`config.mk`:
```
export PLATFORM = sky130hd
export DESIGN_NAME = fft_out_addr_gen
export DESIGN_NICKNAME = d
export VERILOG_FILES = /design/src/rtl/fft_out_addr_gen.sv
export SDC_FILE = /design/constraint.sdc
export NUM_CORES = 1
export LEC_CHECK = 0
export CAP_MARGIN = 20
export CORE_AREA = 2 2 70 45
export CTS_BUF_LIST = sky130_fd_sc_hd__clkbuf_8
export DETAILED_ROUTE_END_ITERATION = 10
export DIE_AREA = 0 0 72 47
export PLACE_DENSITY = 0.8
export SLEW_MARGIN = 0
export SYNTH_ARGS = -nofsm -noshare
export SYNTH_HDL_FRONTEND = slang
export SYNTH_SLANG_ARGS = --single-unit
```
`constraint.sdc`:
```
create_clock -name clk -period 3.6 [get_ports clk]
set_input_delay 0.9 -clock clk [delete_from_list [all_inputs] [get_ports clk]]
set_output_delay 0.9 -clock clk [all_outputs]
set_load 0.01 [all_outputs]
```
`src/rtl/fft_out_addr_gen.sv`:
```
// Read-address sequencer for the FFT output buffer: runtime frame length,
// natural or bit-reversed order, ready backpressure, abort and RAM-latency-aligned flags.
module fft_out_addr_gen #(
    parameter int unsigned MAX_LOG2N = 4,
    parameter int unsigned LW        = 3,
    parameter int unsigned RD_LAT    = 1
) (
    input  logic                 clk,
    input  logic                 rst_n,
    input  logic                 i_start,
    input  logic [LW-1:0]        i_len_log2,
    input  logic                 i_bitrev_en,
    input  logic                 i_out_ready,
    input  logic                 i_abort,
    output logic                 o_rd_en,
    output logic [MAX_LOG2N-1:0] o_rd_ptr,
    output logic                 o_rd_last,
    output logic                 o_data_valid,
    output logic                 o_data_last,
    output logic                 o_busy,
    output logic                 o_done,
    output logic                 o_err_cfg
);

    localparam int unsigned   CW      = MAX_LOG2N + 1;
    localparam logic [LW-1:0] LEN_MAX = LW'(MAX_LOG2N);

    typedef enum logic [1:0] {
        S_IDLE  = 2'd0,
        S_RUN   = 2'd1,
        S_DRAIN = 2'd2,
        S_DONE  = 2'd3
    } state_t;

    state_t                 r_state;
    logic [LW-1:0]          r_len;
    logic                   r_bitrev;
    logic [CW-1:0]          r_cnt;
    logic [MAX_LOG2N-1:0]   r_rd_ptr;
    logic                   r_rd_en;
    logic                   r_rd_last;
    logic                   r_busy;
    logic                   r_done;
    logic                   r_err_cfg;
    logic [RD_LAT-1:0]      r_pipe_v;
    logic [RD_LAT-1:0]      r_pipe_l;

    logic                   w_len_ok;
    logic [CW-1:0]          w_n;
    logic                   w_cnt_last;
    logic                   w_issue;
    logic [MAX_LOG2N-1:0]   w_rev_full;
    logic [LW-1:0]          w_shamt;
    logic [MAX_LOG2N-1:0]   w_map;

    assign w_len_ok   = (i_len_log2 != '0) && (i_len_log2 <= LEN_MAX);
    assign w_n        = CW'(1) << r_len;
    assign w_cnt_last = (r_cnt == (w_n - CW'(1)));
    assign w_issue    = (r_cnt < w_n) && i_out_ready;

    // Full-width reversal, then shift down so only the low L reversed bits remain
    // (cnt bits above L are zero while cnt < N, so the vacated top bits are zero).
    for (genvar g = 0; g < MAX_LOG2N; g++) begin : g_rev
        assign w_rev_full[g] = r_cnt[MAX_LOG2N-1-g];
    end

    assign w_shamt = LEN_MAX - r_len;
    assign w_map   = r_bitrev ? (w_rev_full >> w_shamt) : r_cnt[MAX_LOG2N-1:0];

    // Frame sequencer and registered outputs
    always_ff @(posedge clk or negedge rst_n) begin
        if (!rst_n) begin
            r_state   <= S_IDLE;
            r_len     <= '0;
            r_bitrev  <= 1'b0;
            r_cnt     <= '0;
            r_rd_ptr  <= '0;
            r_rd_en   <= 1'b0;
            r_rd_last <= 1'b0;
            r_busy    <= 1'b0;
            r_done    <= 1'b0;
            r_err_cfg <= 1'b0;
        end else begin
            r_done    <= 1'b0;
            r_err_cfg <= 1'b0;
            if (i_abort) begin
                r_state   <= S_IDLE;
                r_rd_en   <= 1'b0;
                r_rd_last <= 1'b0;
                r_busy    <= 1'b0;
            end else begin
                case (r_state)
                    S_IDLE: begin
                        r_rd_en   <= 1'b0;
                        r_rd_last <= 1'b0;
                        if (i_start) begin
                            if (w_len_ok) begin
                                r_len    <= i_len_log2;
                                r_bitrev <= i_bitrev_en;
                                r_cnt    <= '0;
                                r_busy   <= 1'b1;
                                r_state  <= S_RUN;
                            end else begin
                                r_err_cfg <= 1'b1;
                            end
                        end
                    end
                    S_RUN: begin
                        if (w_issue) begin
                            r_rd_en   <= 1'b1;
                            r_rd_ptr  <= w_map;
                            r_rd_last <= w_cnt_last;
                            r_cnt     <= r_cnt + CW'(1);
                            if (w_cnt_last) begin
                                r_state <= S_DRAIN;
                            end
                        end else begin
                            r_rd_en   <= 1'b0;
                            r_rd_last <= 1'b0;
                        end
                    end
                    S_DRAIN: begin
                        r_rd_en   <= 1'b0;
                        r_rd_last <= 1'b0;
                        if (r_pipe_l[RD_LAT-1]) begin
                            r_done  <= 1'b1;
                            r_state <= S_DONE;
                        end
                    end
                    S_DONE: begin
                        r_busy  <= 1'b0;
                        r_state <= S_IDLE;
                    end
                    default: begin
                        r_busy  <= 1'b0;
                        r_state <= S_IDLE;
                    end
                endcase
            end
        end
    end

    // RAM read-latency delay line for the valid/last flags
    if (RD_LAT == 1) begin : g_lat1
        always_ff @(posedge clk or negedge rst_n) begin
            if (!rst_n) begin
                r_pipe_v <= '0;
                r_pipe_l <= '0;
            end else if (i_abort) begin
                r_pipe_v <= '0;
                r_pipe_l <= '0;
            end else begin
                r_pipe_v <= r_rd_en;
                r_pipe_l <= r_rd_last;
            end
        end
    end else begin : g_latn
        always_ff @(posedge clk or negedge rst_n) begin
            if (!rst_n) begin
                r_pipe_v <= '0;
                r_pipe_l <= '0;
            end else if (i_abort) begin
                r_pipe_v <= '0;
                r_pipe_l <= '0;
            end else begin
                r_pipe_v <= {r_pipe_v[RD_LAT-2:0], r_rd_en};
                r_pipe_l <= {r_pipe_l[RD_LAT-2:0], r_rd_last};
            end
        end
    end

    assign o_rd_en      = r_rd_en;
    assign o_rd_ptr     = r_rd_ptr;
    assign o_rd_last    = r_rd_last;
    assign o_data_valid = r_pipe_v[RD_LAT-1];
    assign o_data_last  = r_pipe_l[RD_LAT-1];
    assign o_busy       = r_busy;
    assign o_done       = r_done;
    assign o_err_cfg    = r_err_cfg;

endmodule

```
## After elaboration in Yosys (flattened, before gate mapping)

Index checks and enable logic that the tools add are counted.

| word-level totals | value |
|---|---|
| flip-flop bits (word level) | 22 |
| bits of input ports | 9 |
| output and inout port bits | 11 |

| operators by class | value |
|---|---|
| add/sub/neg operators | 3 |
| order comparisons | 2 |
| eq/ne operators | 12 |
| shift-type cells | 2 |
| multiplexer cells | 31 |
| bitwise logic cells | 1 |
| reductions and logical operators | 13 |

Operators with widths:

| kind | number |
|---|---|
| $mux 1 | 16 |
| $mux 5 | 3 |
| $ne 3x3->1 const B | 5 |
| $mux 2 | 6 |
| $pmux 5 s2 | 1 |
| $reduce_and 5->1 | 2 |
| $reduce_bool 3->1 | 3 |
| $pmux 2 s4 | 1 |
| $ne 2x2->1 const B | 3 |
| $pmux 1 s2 | 3 |
| $reduce_and 3->1 | 2 |
| $add 5x1->5 const B | 1 |
| $eq 5x5->1 | 1 |
| $lt 5x5->1 | 1 |
| $shl 1x3->5 const A | 1 |
| $sub 5x1->5 const B | 1 |
| $eq 2x2->1 const B | 2 |
| $mux 4 | 1 |
| $reduce_and 4->1 | 1 |
| $shr 4x3->4 | 1 |
| $le 3x3->1 const B | 1 |
| $sub 3x3->3 const A | 1 |
| $eq 2x1->1 const B | 1 |
| $logic_and 1x1->1 | 2 |
| 4 further kinds | 4 |

## Logic depth before layout (Yosys ltp)

| depth | value |
|---|---|
| depth in word-level cells | 7 |
| mapped depth | 11 |

## Least setup slack after synthesis

OpenSTA, ideal clock, no wires.

| timing | value |
|---|---|
| path kind | register to register |
| from | register r_len[0] |
| to | register r_cnt[3] |
| setup time | 0.077 ns |
| arrival time | 2.454 ns |
| setup slack | 1.068 ns |
| stages on the path, launching flop included | 12 |
| period minus slack after synthesis | 2.532 ns |
| cells stage by stage | dfrtp_1 > clkbuf_1 > inv_1 > ha_1 > ha_1 > inv_1 > ha_1 > nand3_1 > nand4b_1 > o21a_1 > or4_1 > a21oi_1 |

| on the way | value |
|---|---|
| longest elaborated chain between the ends | 5 |

RTL lines:

| item | RTL line | text |
|---|---|---|
| start: declaration | 36 | `logic [LW-1:0] r_len;` |
| start signal: assignment | 98 | `r_len <= i_len_log2;` |
| $shl 1x3->5 | 57 | `assign w_n = CW'(1) << r_len;` |
| $lt 5x5->1 | 59 | `assign w_issue = (r_cnt < w_n) && i_out_ready;` |
| $logic_and 1x1->1 | 59 |  |
| $ne 2x2->1 (no source line) | n/a |  |
| $reduce_and 5->1 (no source line) | n/a |  |
| end signal: assignment | 113 | `r_cnt <= r_cnt + CW'(1);` |
| end: declaration | 38 | `logic [CW-1:0] r_cnt;` |

Every way passes these cells.
A chain may end at the register's enable or synchronous reset.

## Final worst setup path

| timing | value |
|---|---|
| from | register r_len[0] |
| to | register r_rd_ptr[2] (netlist: o_rd_ptr[2]) |

| on the way | value |
|---|---|
| longest elaborated chain between the ends | 4 |
| elaborated cells between the ends (all ways) | 7 |
| classes of those cells | add/sub (1); order compare (1); shift (2); mux (1); reduce/logical (2) |

RTL lines:

| item | RTL line | text |
|---|---|---|
| parallel branches: the longest is 4 deep, another holds $sub 3x3->3 | n/a |  |
| end signal: assignment | 111 | `r_rd_ptr <= w_map;` |
| end: declaration | 39 | `logic [MAX_LOG2N-1:0] r_rd_ptr;` |

Parallel ways; which one is timed is not known.

==> summary.md <==
| Metric | Value |
|---|---|
| CTS tree | built |
| Leak Pwr | roughly 0.82 nW |
| Crit path buf inv count | 2 |
| Clock latency on the worst-skew pair | roughly 0.26 ns |
| Worst-case reg-to-reg path depth | 10 |
| Mapped Cells | between 150 and 200 |
| Antenna Nets Post-Route | 0 |
| Worst reg2reg endpoint | o_rd_ptr[2] |
| Sequential share of the synthesized area | between 30 and 40% |
| Clk pwr share | 15.3% |
| Slew Limit Headroom | about 34% |
| Most frequent cells in the layout | 22 x dfrtp_1, 19 x clkdlybuf4s50_1, 18 x ha_1 |
| H-Tree Depth | 1 |
| Buffers added on ports | 19 |
| WP data required | about 3.8 ns |
| Cell family contributing the most delay on the critical path | simple AND/OR/NAND/NOR gates |
| CTS root buffer | clkbuf_8 |
| Final period util | 80.3% |
| HPWL after DPL | approximately 2.7 mm |
| R2R Setup Slk | 0.71 ns |
| Setup Fix Bufs, Post-CTS | 0 |
| Largest net degree at the start of global routing | 23 |
| Synth Flop Type | dfrtp_1 |
| Yosys reg bits | 22 |
| Sw Share | between 40% and 50% |
| Syn. warnings | 0 |
| WHS | approximately 0.50 ns |
| Crit-path most repeated cell | ha_1 |
| Initial drt markers | 56 |
| Drt total wl | 3.42 mm |
| Aggregate global routing overflow | 0 |
| Startpoint Class | register |
| Status | finished, final reports clean |
| Slowest CP cell | dfrtp_1 |
| Hold EP | o_busy |
| Post-route DRC | 0 |
| Util after Layout | 64.7% |
| Via Count | around 1.3k |
| Layout Skew | between 0.004 and 0.005 ns |
| Worst reg2reg path startpoint | r_len[0] |
| CP Capture Type | register |
| Routed WL per cell | about 16 um |
| Rows | 15 |
| Max IR drop VDD | roughly 320 uV |
| Combinational share of power | 51.0% |
| Avg Inst Size Synth | about 9.7 sq um |
| Layout cell share with drive strength beyond 1 | a little under a tenth |
| First-pass GRT wire length | between 5 and 6 mm |
| Int Pwr | around 0.66 mW |
| Ant. Diodes | 0 |
| I/O pin count | 20 |
| Power Density | 635 mW/mm^2 |
| Reg clk slew, reported paths | roughly 0.080 ns |
| Clock sinks | 22 |
| Vias in the first global route | about 1.2k |
| Post-Syn Nets | approximately 180 |
| Drt via density | 6.20 |
| Post-CTS sizing | 0 |
| TNS Setup | 0 ns |
| Async SR Flop Fraction | 100% |
| Largest buffer count on any clock path | 2 |
| Tot GR Track Use | ~23% |
| EDFF count, synth | 0 |
| Placed insts | between 200 and 250 |
| Largest stage delay, worst path | between 0.5 and 0.6 ns |
| Crit Path Category | register to register |
| P&R area growth vs syn | 18.2% |
| Die X | between 70 and 80 um |
| Initial DRT Pass Iterations | 4 |
| Num CTS Buffers | 3 |
| Tmin final | just under 3 ns |
| HP Class | register to register |
| Commonest non-fill, non-tap cell in the layout | dfrtp_1 |
| Worst Tran Pin Value | 0.992 ns |
| Die H | roughly 47 um |
| Final slew viol count | 0 |
| P_sw | between 0.4 and 0.5 mW |
| Synthesized area | roughly 0.0015 sq mm |
| CTS Hold Bufs | 0 |
| Worst Hold Launch | o_busy |
| Fillers | 220 |
| Gpl congestion | about 0.84 |
| Part of the power in registers | 33.7% |
| Final std cells w/o fill | 210 |
| FMAX | ~350 MHz |
| Max-cap violations | 0 |
| Hold Fails Final Rpt | 0 |
| Die area | approximately 0.0034 sq mm |
| Hold Path Stages | 2 |
| Critical path, cell by cell | inv_1 > ha_1 > ha_1 > inv_1 > ha_1 > nand3_1 > nand4b_1 > nor2_1 > nand3_1 > mux2_2 |
| Crit-path max FO | 9 |
| CP arrival | just over 3 ns |
| Final setup viols | 0 |
| RSZ-0062 raised after global routing | false |
| Initial antenna violation count | 0 |
| NumNets Final | approximately 200 |
| Number of distinct library cells after synthesis | 41 |
| Initial core utilization | a little over half |
| Core ar. | approximately 0.0028 sq mm |
==> worst max path at each step <==
stage	start	end	slack (ns)	depth (start not counted)
6_report	r_len[0]	o_rd_ptr[2]	0.71	10
5_1_grt	i_abort	r_cnt[3]	0.57	6
4_1_cts	i_abort	r_cnt[4]	0.74	6
3_5_place_dp	i_abort	r_cnt[3]	0.47	6
3_3_place_gp	i_abort	r_cnt[3]	0.56	6
2_1_floorplan	r_len[0]	r_cnt[3]	1.07	11
==> power by group through the flow <==
| stage | Sequential [mW] | Clock [mW] | Combinational [mW] |
|---|---|---|---|
| 2_1_floorplan | 0.363 | 0 | 0.413 |
| 3_3_place_gp | 0.379 | 0 | 0.546 |
| 3_5_place_dp | 0.383 | 0 | 0.565 |
| 4_1_cts | 0.379 | 0.178 | 0.570 |
| 5_1_grt | 0.389 | 0.188 | 0.640 |
| 6_report | 0.382 | 0.174 | 0.579 |
==> cell families after synthesis <==
| group | after synthesis | share of synthesized area [%] |
|---|---|---|
| AO/OA/AOI/OAI | 35 | 16.0 |
| XOR/XNOR | 5 | 2.90 |
| AND/OR/NAND/NOR | 48 | 17.7 |
| flip-flops | 22 | 36.5 |
| adder cells (fa/ha/maj) | 18 | 14.9 |
| buffers and inverters | 17 | 4.81 |
| multiplexers | 10 | 7.21 |
==> final cells by class <==
type / instances / area [sq um] / share of cell area [%]
Clock buffer: 4 / 55.1 / 3.09
Inverter: 14 / 52.6 / 2.95
Multi-Input combinational cell: 116 / 886 / 49.6
Sequential cell: 22 / 551 / 30.9
Tap cell: 34 / 42.5 / 2.38
Timing Repair Buffer: 20 / 198 / 11.1
==> metrics by stage <==
step	worst slack (ns)	total power, mW	cell area (sq um)
global placement	0.557	0.925	1730
finish	0.708	1.13	1780
floorplan	1.07	0.775	1510
detailed placement	0.470	0.948	1730
global route	0.575	1.22	1780
CTS	0.742	1.13	1780
==> worst reg2reg max path: cells and delay by family, from the launching register on <==
kind          cells  cell delay, ns
fa+ha+maj         3            0.73
buf+inv           2            0.23
flops             1            0.57
mux               1            0.34
simple gates      4            0.91
==> cell usage after synthesis, drive strengths merged, types with 2 or more instances <==
| master | instances | area (sq um) |
|---|---|---|
| or3 | 2 | 12.5 |
| or4 | 2 | 15.0 |
| nand2b | 3 | 18.8 |
| nor2b | 2 | 12.5 |
| mux2 | 7 | 78.8 |
| o21a | 4 | 31.3 |
| o31ai | 4 | 30.0 |
| mux2i | 3 | 30.0 |
| ha | 18 | 225 |
| nand4 | 4 | 25.0 |
| nor2 | 7 | 26.3 |
| nor3 | 2 | 10.0 |
| nand2 | 10 | 37.5 |
| and2b | 2 | 15.0 |
| o311ai | 3 | 26.3 |
| buf | 2 | 16.3 |
| o32ai | 2 | 17.5 |
| xor2 | 3 | 26.3 |
| xnor2 | 2 | 17.5 |
| inv | 14 | 52.6 |
| nand3b | 3 | 22.5 |
| nand3 | 5 | 25.0 |
| dfrtp | 22 | 551 |
| o41ai | 2 | 17.5 |
| a21oi | 7 | 35.0 |
| o21ai | 8 | 40.0 |
==> sequential cells by signal, indices dropped and copies added (netlist names), 2 cells and up <==
register and cells:
o_rd_ptr 4, r_state 2, r_cnt 5, r_len 3
==> routing by layer <==
layer	track usage (%)	part of all wire (%)	wire length [um]
met4	4.53	0.26	9
met2	36.7	45	1530
met1	31.9	49	1660
met3	5.15	6.3	215
met5	0	0	0
Power figures use the tool's default switching activity.
